[src/rtl/spi_pkg.sv]
// Shared types for the multi-mode SPI master.
//   spi_state_t  : controller FSM states
//   spi_cfg_t    : per-transfer mode bits latched on accept
//   ss_idx_width : width of the binary slave-select index
package spi_pkg;

  typedef enum logic [1:0] {
    IDLE,
    SETUP,
    TRANSFER,
    HOLD
  } spi_state_t;

  typedef struct packed {
    logic cpol;
    logic cpha;
    logic lsb_first;
  } spi_cfg_t;

  // Index width for ss_select; a single slave still gets a 1-bit index.
  function automatic int unsigned ss_idx_width(input int unsigned ss_width);
    return (ss_width > 1) ? int'($clog2(ss_width)) : 1;
  endfunction

endpackage

[src/rtl/spi_master_multimode_if.sv]
// Request/handshake bundle for spi_master_multimode.
//   master modport : requester drives start, tx_data, ss_select and mode/divider
//   slave modport  : controller returns busy, done and rx_data
interface spi_master_multimode_if #(
  parameter int unsigned word_width = 8,
  parameter int unsigned SS_width   = 1,
  parameter int unsigned div_width  = 8
);
  import spi_pkg::*;

  localparam int unsigned SS_idx_width = ss_idx_width(SS_width);

  logic                    start;
  logic [word_width-1:0]   tx_data;
  logic [SS_idx_width-1:0] ss_select;
  logic                    cpol;
  logic                    cpha;
  logic                    lsb_first;
  logic [div_width-1:0]    divider;
  logic                    busy;
  logic                    done;
  logic [word_width-1:0]   rx_data;

  modport master (
    output start, tx_data, ss_select, cpol, cpha, lsb_first, divider,
    input  busy, done, rx_data
  );

  modport slave (
    input  start, tx_data, ss_select, cpol, cpha, lsb_first, divider,
    output busy, done, rx_data
  );

endinterface

[src/rtl/spi_clk_gen.sv]
// Half-period tick generator for the SPI master.
//   clk, rst_n : system clock, async active-low reset
//   en, clr    : count while en, restart from zero on clr
//   divider    : half-period is divider+1 clk cycles
//   cpol, sclk : current idle level and serial clock, to classify the tick
//   tick_c     : last cycle of a half-period
//   lead_c     : tick that takes sclk away from cpol
//   trail_c    : tick that returns sclk to cpol
module spi_clk_gen #(
  parameter int unsigned div_width = 8
) (
  input  logic                 clk,
  input  logic                 rst_n,
  input  logic                 en,
  input  logic                 clr,
  input  logic [div_width-1:0] divider,
  input  logic                 cpol,
  input  logic                 sclk,
  output logic                 tick_c,
  output logic                 lead_c,
  output logic                 trail_c
);

  logic [div_width-1:0] cnt;

  // Counter wraps at divider, so it never exceeds the divider value.
  always_ff @(posedge clk or negedge rst_n) begin
    if (!rst_n) begin
      cnt <= '0;
    end else if (clr || !en || tick_c) begin
      cnt <= '0;
    end else begin
      cnt <= cnt + div_width'(1);
    end
  end

  assign tick_c  = en && (cnt == divider);
  assign lead_c  = tick_c && (sclk == cpol);
  assign trail_c = tick_c && (sclk != cpol);

endmodule

[src/rtl/spi_master_multimode.sv]
// Single-master SPI controller with runtime CPOL/CPHA, bit order and divider.
//   clk, rst_n : system clock, async active-low reset
//   bus        : start/tx_data/ss_select/mode/divider in, busy/done/rx_data out
//   sclk, mosi : serial clock and data out
//   miso       : serial data in, sampled on clk at the sample edge
//   ss_n       : active-low slave selects, at most one low
module spi_master_multimode
  import spi_pkg::*;
#(
  parameter int unsigned word_width = 8,
  parameter int unsigned SS_width   = 1,
  parameter int unsigned div_width  = 8
) (
  input  logic                   clk,
  input  logic                   rst_n,
  spi_master_multimode_if.slave  bus,
  output logic                   sclk,
  output logic                   mosi,
  input  logic                   miso,
  output logic [SS_width-1:0]    ss_n
);

  localparam int unsigned SS_idx_width = ss_idx_width(SS_width);
  localparam int unsigned CNT_W        = $clog2(word_width) + 1;

  spi_state_t             state_q, state_d;
  spi_cfg_t               cfg_q, cfg_d;
  logic [div_width-1:0]   div_q, div_d;
  logic [word_width-1:0]  tx_q, tx_d;
  logic [word_width-1:0]  rx_q, rx_d;
  logic [CNT_W-1:0]       bit_cnt_q, bit_cnt_d;
  logic [word_width-1:0]  rx_data_q, rx_data_d;
  logic                   busy_q, busy_d;
  logic                   done_q, done_d;
  logic                   sclk_d, mosi_d;
  logic [SS_width-1:0]    ss_n_d;
  logic                   accept_c;
  logic                   tick_c, lead_c, trail_c;

  function automatic logic head(input logic [word_width-1:0] w, input logic lsb);
    return lsb ? w[0] : w[word_width-1];
  endfunction

  function automatic logic [word_width-1:0] shift_out(input logic [word_width-1:0] w,
                                                      input logic lsb);
    return lsb ? (w >> 1) : (w << 1);
  endfunction

  // Received bits are assembled in the same order they were shifted.
  function automatic logic [word_width-1:0] shift_in(input logic [word_width-1:0] w,
                                                     input logic b, input logic lsb);
    return lsb ? {b, w[word_width-1:1]} : {w[word_width-2:0], b};
  endfunction

  spi_clk_gen #(.div_width(div_width)) u_clk_gen (
    .clk     (clk),
    .rst_n   (rst_n),
    .en      (state_q != IDLE),
    .clr     (accept_c),
    .divider (div_q),
    .cpol    (cfg_q.cpol),
    .sclk    (sclk),
    .tick_c  (tick_c),
    .lead_c  (lead_c),
    .trail_c (trail_c)
  );

  // Next-state and next-output logic.
  always_comb begin
    state_d   = state_q;
    cfg_d     = cfg_q;
    div_d     = div_q;
    tx_d      = tx_q;
    rx_d      = rx_q;
    bit_cnt_d = bit_cnt_q;
    rx_data_d = rx_data_q;
    busy_d    = busy_q;
    done_d    = 1'b0;
    sclk_d    = sclk;
    mosi_d    = mosi;
    ss_n_d    = ss_n;
    accept_c  = 1'b0;

    unique case (state_q)
      IDLE: begin
        sclk_d = bus.cpol;
        mosi_d = 1'b0;
        ss_n_d = '1;
        if (bus.start) begin
          accept_c  = 1'b1;
          state_d   = SETUP;
          busy_d    = 1'b1;
          cfg_d     = '{cpol: bus.cpol, cpha: bus.cpha, lsb_first: bus.lsb_first};
          div_d     = bus.divider;
          bit_cnt_d = '0;
          rx_d      = '0;
          // An out-of-range index matches no line, so all selects stay high.
          for (int i = 0; i < int'(SS_width); i++) begin
            if (bus.ss_select == SS_idx_width'(i)) ss_n_d[i] = 1'b0;
          end
          // cpha=0 presents the first bit before the first leading edge.
          if (bus.cpha) begin
            tx_d = bus.tx_data;
          end else begin
            mosi_d = head(bus.tx_data, bus.lsb_first);
            tx_d   = shift_out(bus.tx_data, bus.lsb_first);
          end
        end
      end

      SETUP: begin
        if (tick_c) state_d = TRANSFER;
      end

      TRANSFER: begin
        if (tick_c) sclk_d = ~sclk;
        if (lead_c) begin
          if (cfg_q.cpha) begin
            mosi_d = head(tx_q, cfg_q.lsb_first);
            tx_d   = shift_out(tx_q, cfg_q.lsb_first);
          end else begin
            rx_d      = shift_in(rx_q, miso, cfg_q.lsb_first);
            bit_cnt_d = bit_cnt_q + CNT_W'(1);
          end
        end
        if (trail_c) begin
          if (cfg_q.cpha) begin
            rx_d      = shift_in(rx_q, miso, cfg_q.lsb_first);
            bit_cnt_d = bit_cnt_q + CNT_W'(1);
            if (bit_cnt_q == CNT_W'(word_width - 1)) state_d = HOLD;
          end else if (bit_cnt_q == CNT_W'(word_width)) begin
            state_d = HOLD;
          end else begin
            mosi_d = head(tx_q, cfg_q.lsb_first);
            tx_d   = shift_out(tx_q, cfg_q.lsb_first);
          end
        end
      end

      HOLD: begin
        if (tick_c) begin
          state_d   = IDLE;
          busy_d    = 1'b0;
          done_d    = 1'b1;
          rx_data_d = rx_q;
          ss_n_d    = '1;
          mosi_d    = 1'b0;
          sclk_d    = cfg_q.cpol;
        end
      end

      default: state_d = IDLE;
    endcase
  end

  // State and output registers.
  always_ff @(posedge clk or negedge rst_n) begin
    if (!rst_n) begin
      state_q   <= IDLE;
      cfg_q     <= '0;
      div_q     <= '0;
      tx_q      <= '0;
      rx_q      <= '0;
      bit_cnt_q <= '0;
      rx_data_q <= '0;
      busy_q    <= 1'b0;
      done_q    <= 1'b0;
      sclk      <= 1'b0;
      mosi      <= 1'b0;
      ss_n      <= '1;
    end else begin
      state_q   <= state_d;
      cfg_q     <= cfg_d;
      div_q     <= div_d;
      tx_q      <= tx_d;
      rx_q      <= rx_d;
      bit_cnt_q <= bit_cnt_d;
      rx_data_q <= rx_data_d;
      busy_q    <= busy_d;
      done_q    <= done_d;
      sclk      <= sclk_d;
      mosi      <= mosi_d;
      ss_n      <= ss_n_d;
    end
  end

  assign bus.busy    = busy_q;
  assign bus.done    = done_q;
  assign bus.rx_data = rx_data_q;

endmodule
[src/flat_wrapper.sv]
// flat-port wrapper written by rule: the top's interface ports become plain ports
module spi_master_multimode_flat import spi_pkg::*;
#(
  parameter int unsigned word_width = 8,
  parameter int unsigned SS_width   = 1,
  parameter int unsigned div_width  = 8
)
  (clk, rst_n, sclk, mosi, miso, ss_n, bus_start, bus_tx_data, bus_ss_select, bus_cpol, bus_cpha, bus_lsb_first, bus_divider, bus_busy, bus_done, bus_rx_data);
  spi_master_multimode_if #(.word_width(word_width), .SS_width(SS_width), .div_width(div_width)) bus_i ();
  input  logic clk;
  input  logic rst_n;
  output logic sclk;
  output logic mosi;
  input  logic miso;
  output logic [SS_width-1:0] ss_n;
  input wire logic [$bits(bus_i.start)-1:0] bus_start;
  input wire logic [$bits(bus_i.tx_data)-1:0] bus_tx_data;
  input wire logic [$bits(bus_i.ss_select)-1:0] bus_ss_select;
  input wire logic [$bits(bus_i.cpol)-1:0] bus_cpol;
  input wire logic [$bits(bus_i.cpha)-1:0] bus_cpha;
  input wire logic [$bits(bus_i.lsb_first)-1:0] bus_lsb_first;
  input wire logic [$bits(bus_i.divider)-1:0] bus_divider;
  output wire logic [$bits(bus_i.busy)-1:0] bus_busy;
  output wire logic [$bits(bus_i.done)-1:0] bus_done;
  output wire logic [$bits(bus_i.rx_data)-1:0] bus_rx_data;
  assign bus_i.start = bus_start;
  assign bus_i.tx_data = bus_tx_data;
  assign bus_i.ss_select = bus_ss_select;
  assign bus_i.cpol = bus_cpol;
  assign bus_i.cpha = bus_cpha;
  assign bus_i.lsb_first = bus_lsb_first;
  assign bus_i.divider = bus_divider;
  assign bus_busy = bus_i.busy;
  assign bus_done = bus_i.done;
  assign bus_rx_data = bus_i.rx_data;
  spi_master_multimode #(.word_width(word_width), .SS_width(SS_width), .div_width(div_width)) u_core (.clk(clk), .rst_n(rst_n), .bus(bus_i), .sclk(sclk), .mosi(mosi), .miso(miso), .ss_n(ss_n));
endmodule
[config.mk]
export PLATFORM = sky130hd
export DESIGN_NAME = spi_master_multimode_flat
export DESIGN_NICKNAME = d
export VERILOG_FILES = /design/src/rtl/spi_pkg.sv /design/src/rtl/spi_master_multimode_if.sv /design/src/rtl/spi_clk_gen.sv /design/src/rtl/spi_master_multimode.sv /design/src/flat_wrapper.sv
export SDC_FILE = /design/constraint.sdc
export NUM_CORES = 1
export LEC_CHECK = 0
export BUFFER_PORTS_ARGS = -buffer_cell sky130_fd_sc_hd__buf_2
export CORE_AREA = 2 2 119 75
export CTS_BUF_LIST = sky130_fd_sc_hd__clkbuf_4 sky130_fd_sc_hd__clkbuf_8
export CTS_CLUSTER_DIAMETER = 120
export DETAILED_ROUTE_END_ITERATION = 16
export DIE_AREA = 0 0 121 77
export PLACE_DENSITY = 0.64
export SYNTH_ARGS = -nofsm -noshare
export SYNTH_HDL_FRONTEND = slang
export SYNTH_SLANG_ARGS = --single-unit
[constraint.sdc]
create_clock -name clk -period 2.35 [get_ports clk]
set_clock_uncertainty 0.1 [all_clocks]
set_input_delay 0.47 -clock clk [delete_from_list [all_inputs] [get_ports clk]]
set_output_delay 0.47 -clock clk [all_outputs]
set_load 0.005 [all_outputs]
==> results of run 1 <==
==> worst register-to-register path, delay by kind of cell (launching register included) <==
kind | cells | cell delay, ps
multiplexers | 1 | 320
flip-flops | 1 | 430
adder cells (fa/ha/maj) | 1 | 240
AND/OR/NAND/NOR | 3 | 640
buffers and inverters | 2 | 300
==> final timing paths <==
path / start / endpoint / slack, ps / cells after the start
min in group clk: bus_divider[6] / u_core.div_q[6] / 290 / 2
worst max-delay path: u_core.state_q[0] / u_core.bus.rx_data[0] / 210 / 7
max in group asynchronous: rst_n / u_core.bus.rx_data[2] / 1540 / 2
worst min-delay path: rst_n / u_core.tx_q[5] / 40 / 1
worst max register to register: u_core.state_q[0] / u_core.bus.rx_data[0] / 210 / 7
worst min register to register: u_core.bus.rx_data[5] / u_core.bus.rx_data[5] / 410 / 1
==> stage by stage <==
stage	worst slack, ps	area, µm²	hold WS [ps]	cells	util, %
2_1_floorplan	240	3190	74.4	316	-
5_1_grt	56.7	3630	84.7	462	44.2
3_3_place_gp	288	3520	384	454	42.8
4_1_cts	213	3630	59.1	462	44.2
3_5_place_dp	232	3520	394	454	42.8
6_report	213	3630	41.6	462	44.2
==> layer usage <==
metal	share of wire [%]	up-vias	GRT usage (%)
li1	-	1223	-
met1	55	1267	27.5
met2	40	70	23.1
met3	4.8	4	2.75
met4	0.67	0	3.49
met5	0	-	0
==> logic make-up (layout without fill, tap and decap cells) <==
logic type	after synthesis	count (layout)	synth area share, %
compound gates	73	73	15.7
flops	54	54	42.4
xor+xnor	17	17	4.90
fa+ha+maj	7	7	2.74
mux	43	43	14.7
simple gates	92	92	15.6
buf+inv	30	64	4.08
==> sequential cells by signal, indices dropped and copies added (netlist names) <==
signal                cells
u_core.bit_cnt_q          4
u_core.bus.busy           1
u_core.bus.done           1
u_core.bus.rx_data        8
u_core.cfg_q              3
u_core.div_q              8
u_core.mosi               1
u_core.rx_q               8
u_core.sclk               1
u_core.ss_n               1
u_core.state_q            2
u_core.tx_q               8
u_core.u_clk_gen.cnt      8
==> synth_stat cells, types with 6 or more instances <==
cell      number
dfrtp_1       53
mux2_2        30
nand2_1       28
o21ai_0       20
mux2i_1       13
nand3_1       13
nor2_1        11
xnor2_1       11
clkbuf_1      10
inv_1         10
nor3_1        10
a21oi_1        7
ha_1           7
o211ai_1       7
o22ai_1        7
nor2b_1        6
==> area by class of cell <==
class / instances / area share, %
Timing Repair Buffer: 46 / 7.71
Tap cell: 112 / 3.86
Inverter: 10 / 1.03
Clock buffer: 6 / 2.10
Clock inverter: 2 / 1.03
Multi-Input combinational cell: 232 / 47.1
Sequential cell: 54 / 37.2
==> where the power goes <==
part	leakage (nW)	switching, mW	internal (mW)	total, mW
registers	0.684	0.415	1.26	1.67
clock network	0.0548	0.315	0.330	0.645
logic	0.854	1.07	0.898	1.97
total	1.59	1.80	2.48	4.29
==> results.json, run 1 <==
{
  "synth_ff_type": "dfrtp_1",
  "crit_slowest_cell": "dfrtp_1",
  "hold_buffers": 0,
  "cts_buffers": 5,
  "grt_use_total_pct": 17.0,
  "fmax_mhz": 468,
  "hold_path_class": "primary input to async pin",
  "ys_seq_area_share_pct": 42.4,
  "clk_latency_ps": 310,
  "die_w_um": 121,
  "path_buf_inv": 2,
  "first_pass_iters": 4,
  "wirelength_mm": 7.47,
  "drc": 0,
  "total_power_mw": 4.29,
  "seq_area_um2": 1350,
  "power_density_nw_per_um2": 1180,
  "layout_common_cells": "dfrtp_1 (53), buf_2 (36), mux2_2 (30)",
  "dieHeight_um": 77,
  "grt-ovfl-total": 0,
  "place.port_buffers": 36,
  "synth_fp_nets": 347,
  "yosysTopAreaCell": "dfrtp_1",
  "p_leak_nw": 1.59,
  "tns_ps": 0,
  "clk_pin_slew_worst_paths_ps": 100,
  "rows": 26,
  "fillers": 805,
  "synthCells": 316,
  "vdd_ir_drop_max_uv": 444,
  "netlist-cell-type-count": 54,
  "vias": 2564,
  "cpPeakStageDelay_ps": 430,
  "syn_area_um2": 3190,
  "layout.nets": 380,
  "async_flop_share_pct": 100,
  "synth_edf_count": 0,
  "viasPerCell": 5.55,
  "hold_viol": 0,
  "post-route-min-period_ps": 2140,
  "arrival_ps": 2230,
  "maxSlewViolCount": 0,
  "cts_num_sinks": 54,
  "wl_per_cell_um": 16.2,
  "core_area_um2": 8230,
  "start_util_pct": 38.8,
  "path_cells": "inv_1 > ha_1 > nand2b_1 > nor3_4 > buf_12 > nand2_4 > mux2_2",
  "start_kind": "flip-flop",
  "grt_first_pass_wirelength_mm": 12.7,
  "max-cap-violations": 0,
  "drt_iter0_markers": 250,
  "synth_top_area_share_pct": 41.5,
  "dpl.hpwl_mm": 5.38,
  "antenna_found_initial": 0,
  "antenna_cells": 0,
  "synth_warnings": 0,
  "ios": 37,
  "syn_to_final_growth_pct": 13.8,
  "dieArea_um2": 9320,
  "grt_pass1_vias": 2488,
  "avgSynthCellArea_um2": 10.1,
  "path_class": "flip-flop to flip-flop",
  "crit_family": "simple AND/OR/NAND/NOR gates",
  "fin_crit_sh_pct": 90.9,
  "setup_viol": 0,
  "synth_area_leaders": "dfrtp_1 (42%), mux2_2 (11%), mux2i_1 (4.1%)",
  "layout_commonest_cell": "dfrtp_1",
  "cts_max_path_buffers": 2,
  "root_buffer": "clkbuf_8",
  "worstPathRequired_ps": 2440,
  "relSlewSlack_pct": 43.5,
  "ys_ff_latch": 54,
  "cp-end-kind": "flip-flop",
  "cts_tree": "built",
  "grt_max_degree": 32,
  "multi_input_comb_area_um2": 1710,
  "status": "finished, final reports clean",
  "drive_gt1_share_pct": 26.6,
  "globalplace.congestion": 0.846,
  "cts_setup_buffers": 0,
  "tightest_slew_ps": 848,
  "ant_nets": 0,
  "rsz0062_at_grt": "false",
  "cts_resized": 0,
  "worstPathMaxFanout": 26,
  "htreeDepth": 2
}
Note: power is estimated with default switching activity, not from simulation.
==> run 2, diff against run 1 <==
--- a/config.mk
+++ b/config.mk
@@ -12,6 +12,7 @@
 export DETAILED_ROUTE_END_ITERATION = 16
 export DIE_AREA = 0 0 121 77
 export PLACE_DENSITY = 0.64
+export SETUP_SLACK_MARGIN = 0.5
 export SYNTH_ARGS = -nofsm -noshare
 export SYNTH_HDL_FRONTEND = slang
 export SYNTH_SLANG_ARGS = --single-unit
==> constraint.sdc (replaced) <==
create_clock -name clk -period 2.13 [get_ports clk]
set_clock_uncertainty 0.1 [all_clocks]
set_input_delay 0.426 -clock clk [delete_from_list [all_inputs] [get_ports clk]]
set_output_delay 0.426 -clock clk [all_outputs]
set_load 0.005 [all_outputs]
==> results.json, run 2 (synthesis results as in run 1) <==
{
  "status": "finished, final reports clean",
  "tightest_slew_ps": 496,
  "fillers": 715,
  "fin_crit_sh_pct": 91.3,
  "syn_to_final_growth_pct": 36.7,
  "viasPerCell": 5.55,
  "drc": 0,
  "antenna_cells": 0,
  "hold_viol": 0,
  "dpl.hpwl_mm": 5.38,
  "maxSlewViolCount": 0,
  "worst_slack_ps": 185,
  "worstPathRequired_ps": 2240,
  "max-cap-violations": 0,
  "wirelength_mm": 8.75,
  "cts_num_sinks": 54,
  "place.port_buffers": 36,
  "hold_path_class": "primary input to flip-flop",
  "drive_gt1_share_pct": 46.4,
  "clk_pin_slew_worst_paths_ps": 100,
  "vdd_ir_drop_max_uv": 425,
  "grt_first_pass_wirelength_mm": 13.5,
  "grt_pass1_vias": 2561,
  "relSlewSlack_pct": 66.9,
  "crit_slowest_cell": "dfrtp_1",
  "clk_latency_ps": 320,
  "ant_nets": 0,
  "globalplace.congestion": 0.851,
  "root_buffer": "clkbuf_8",
  "rsz0062_at_grt": "true",
  "hold_ws_ps": 231,
  "cp-end-kind": "flip-flop",
  "layout_common_cells": "dfrtp_1 (50), buf_2 (36), buf_4 (33)",
  "grt-ovfl-total": 0,
  "wl_per_cell_um": 17.4,
  "cts_buffers": 5,
  "core_area_um2": 8230,
  "cts_max_path_buffers": 2,
  "setup_viol": 0,
  "start_util_pct": 38.8,
  "rows": 26,
  "layout_commonest_cell": "dfrtp_1",
  "worstPathMaxFanout": 3,
  "arrival_ps": 2060,
  "fmax_mhz": 514,
  "cpPeakStageDelay_ps": 430,
  "post-place-ws_ps": 76.8,
  "antenna_found_initial": 0,
  "p_leak_nw": 1.89,
  "start_kind": "flip-flop",
  "htreeDepth": 2,
  "post-route-min-period_ps": 1940,
  "dieArea_um2": 9320,
  "die_w_um": 121,
  "power_density_nw_per_um2": 1360,
  "vias": 2785,
  "cts_tree": "built",
  "first_pass_iters": 5,
  "path_cells": "inv_2 > ha_1 > nand2_1 > o311a_1 > a211oi_2 > a32o_2 > mux2_4",
  "path_class": "flip-flop to flip-flop",
  "ios": 37,
  "dieHeight_um": 77,
  "layout.nets": 420,
  "drt_iter0_markers": 231,
  "seq_area_um2": 1360,
  "tns_ps": 0,
  "grt_use_total_pct": 18.3,
  "multi_input_comb_area_um2": 2000,
  "grt_max_degree": 36
}
-- run 2: changes by cell type in the layout (fill, tap and decap cells not counted), sizes merged --
cell         change
dlygate4sd3      +1
clkinv           +1
clkinvlp         -1
buf             +38
inv              +1
-- run 2: stage by stage --
step,utilization [%],std cells,instance area [µm²],total power [mW]
floorplan,-,316,3290,3.51
global placement,44.1,457,3630,4.12
detailed placement,44.1,457,3630,4.17
CTS,50.0,489,4110,5.39
global route,53.0,502,4370,6.25
finish,53.0,502,4370,5.92
-- run 2: metal layers --
layer / GRT usage (%) / up-vias / wire length [µm]
li1: - / 1301 / -
met1: 28.8 / 1368 / 4230
met2: 25.3 / 107 / 3890
met3: 3.87 / 9 / 544
met5: 0 / - / 0
met4: 3.72 / 0 / 76
-- run 2: critical path, delay by kind of cell, from the launching register on --
family          cells  cell delay [ps]
fa+ha+maj           1              160
buf+inv             1               90
mux                 1              300
flops               1              430
simple gates        1               90
compound gates      3              670
-- run 2: final cells by class --
| cell class | count | share of cell area (%) |
|---|---|---|
| Sequential cell | 54 | 31.1 |
| Multi-Input combinational cell | 232 | 45.7 |
| Tap cell | 112 | 3.21 |
| Clock inverter | 3 | 1.09 |
| Timing Repair Buffer | 86 | 16.5 |
| Clock buffer | 5 | 1.58 |
| Inverter | 10 | 0.860 |
-- run 2: path summary, 6_finish.rpt --
path,from,end,slack (ps),depth (start not counted)
max in group asynchronous,rst_n,u_core.ss_n,800,3
min reg2reg,u_core.bus.rx_data[3],u_core.bus.rx_data[3],410,1
min,bus_divider[7],u_core.div_q[7],230,2
min in group asynchronous,rst_n,u_core.bus.rx_data[0],480,2
max,u_core.bit_cnt_q[1],u_core.state_q[1],190,7
max reg2reg,u_core.bit_cnt_q[1],u_core.state_q[1],190,7
-- run 2: repair_timing --
item	CTS	global route
endpoints found under the setup margin	54	50
cloned	3	1
pin swaps	17	7
hold buffers	1	0
endpoints found under the hold margin	19	0
setup buffers	20	12
gates resized for setup	30	27
-- run 2: power breakdown --
part	switching, mW	internal, mW
clock	0.374	0.357
combinational	1.65	1.67
sequential	0.477	1.39
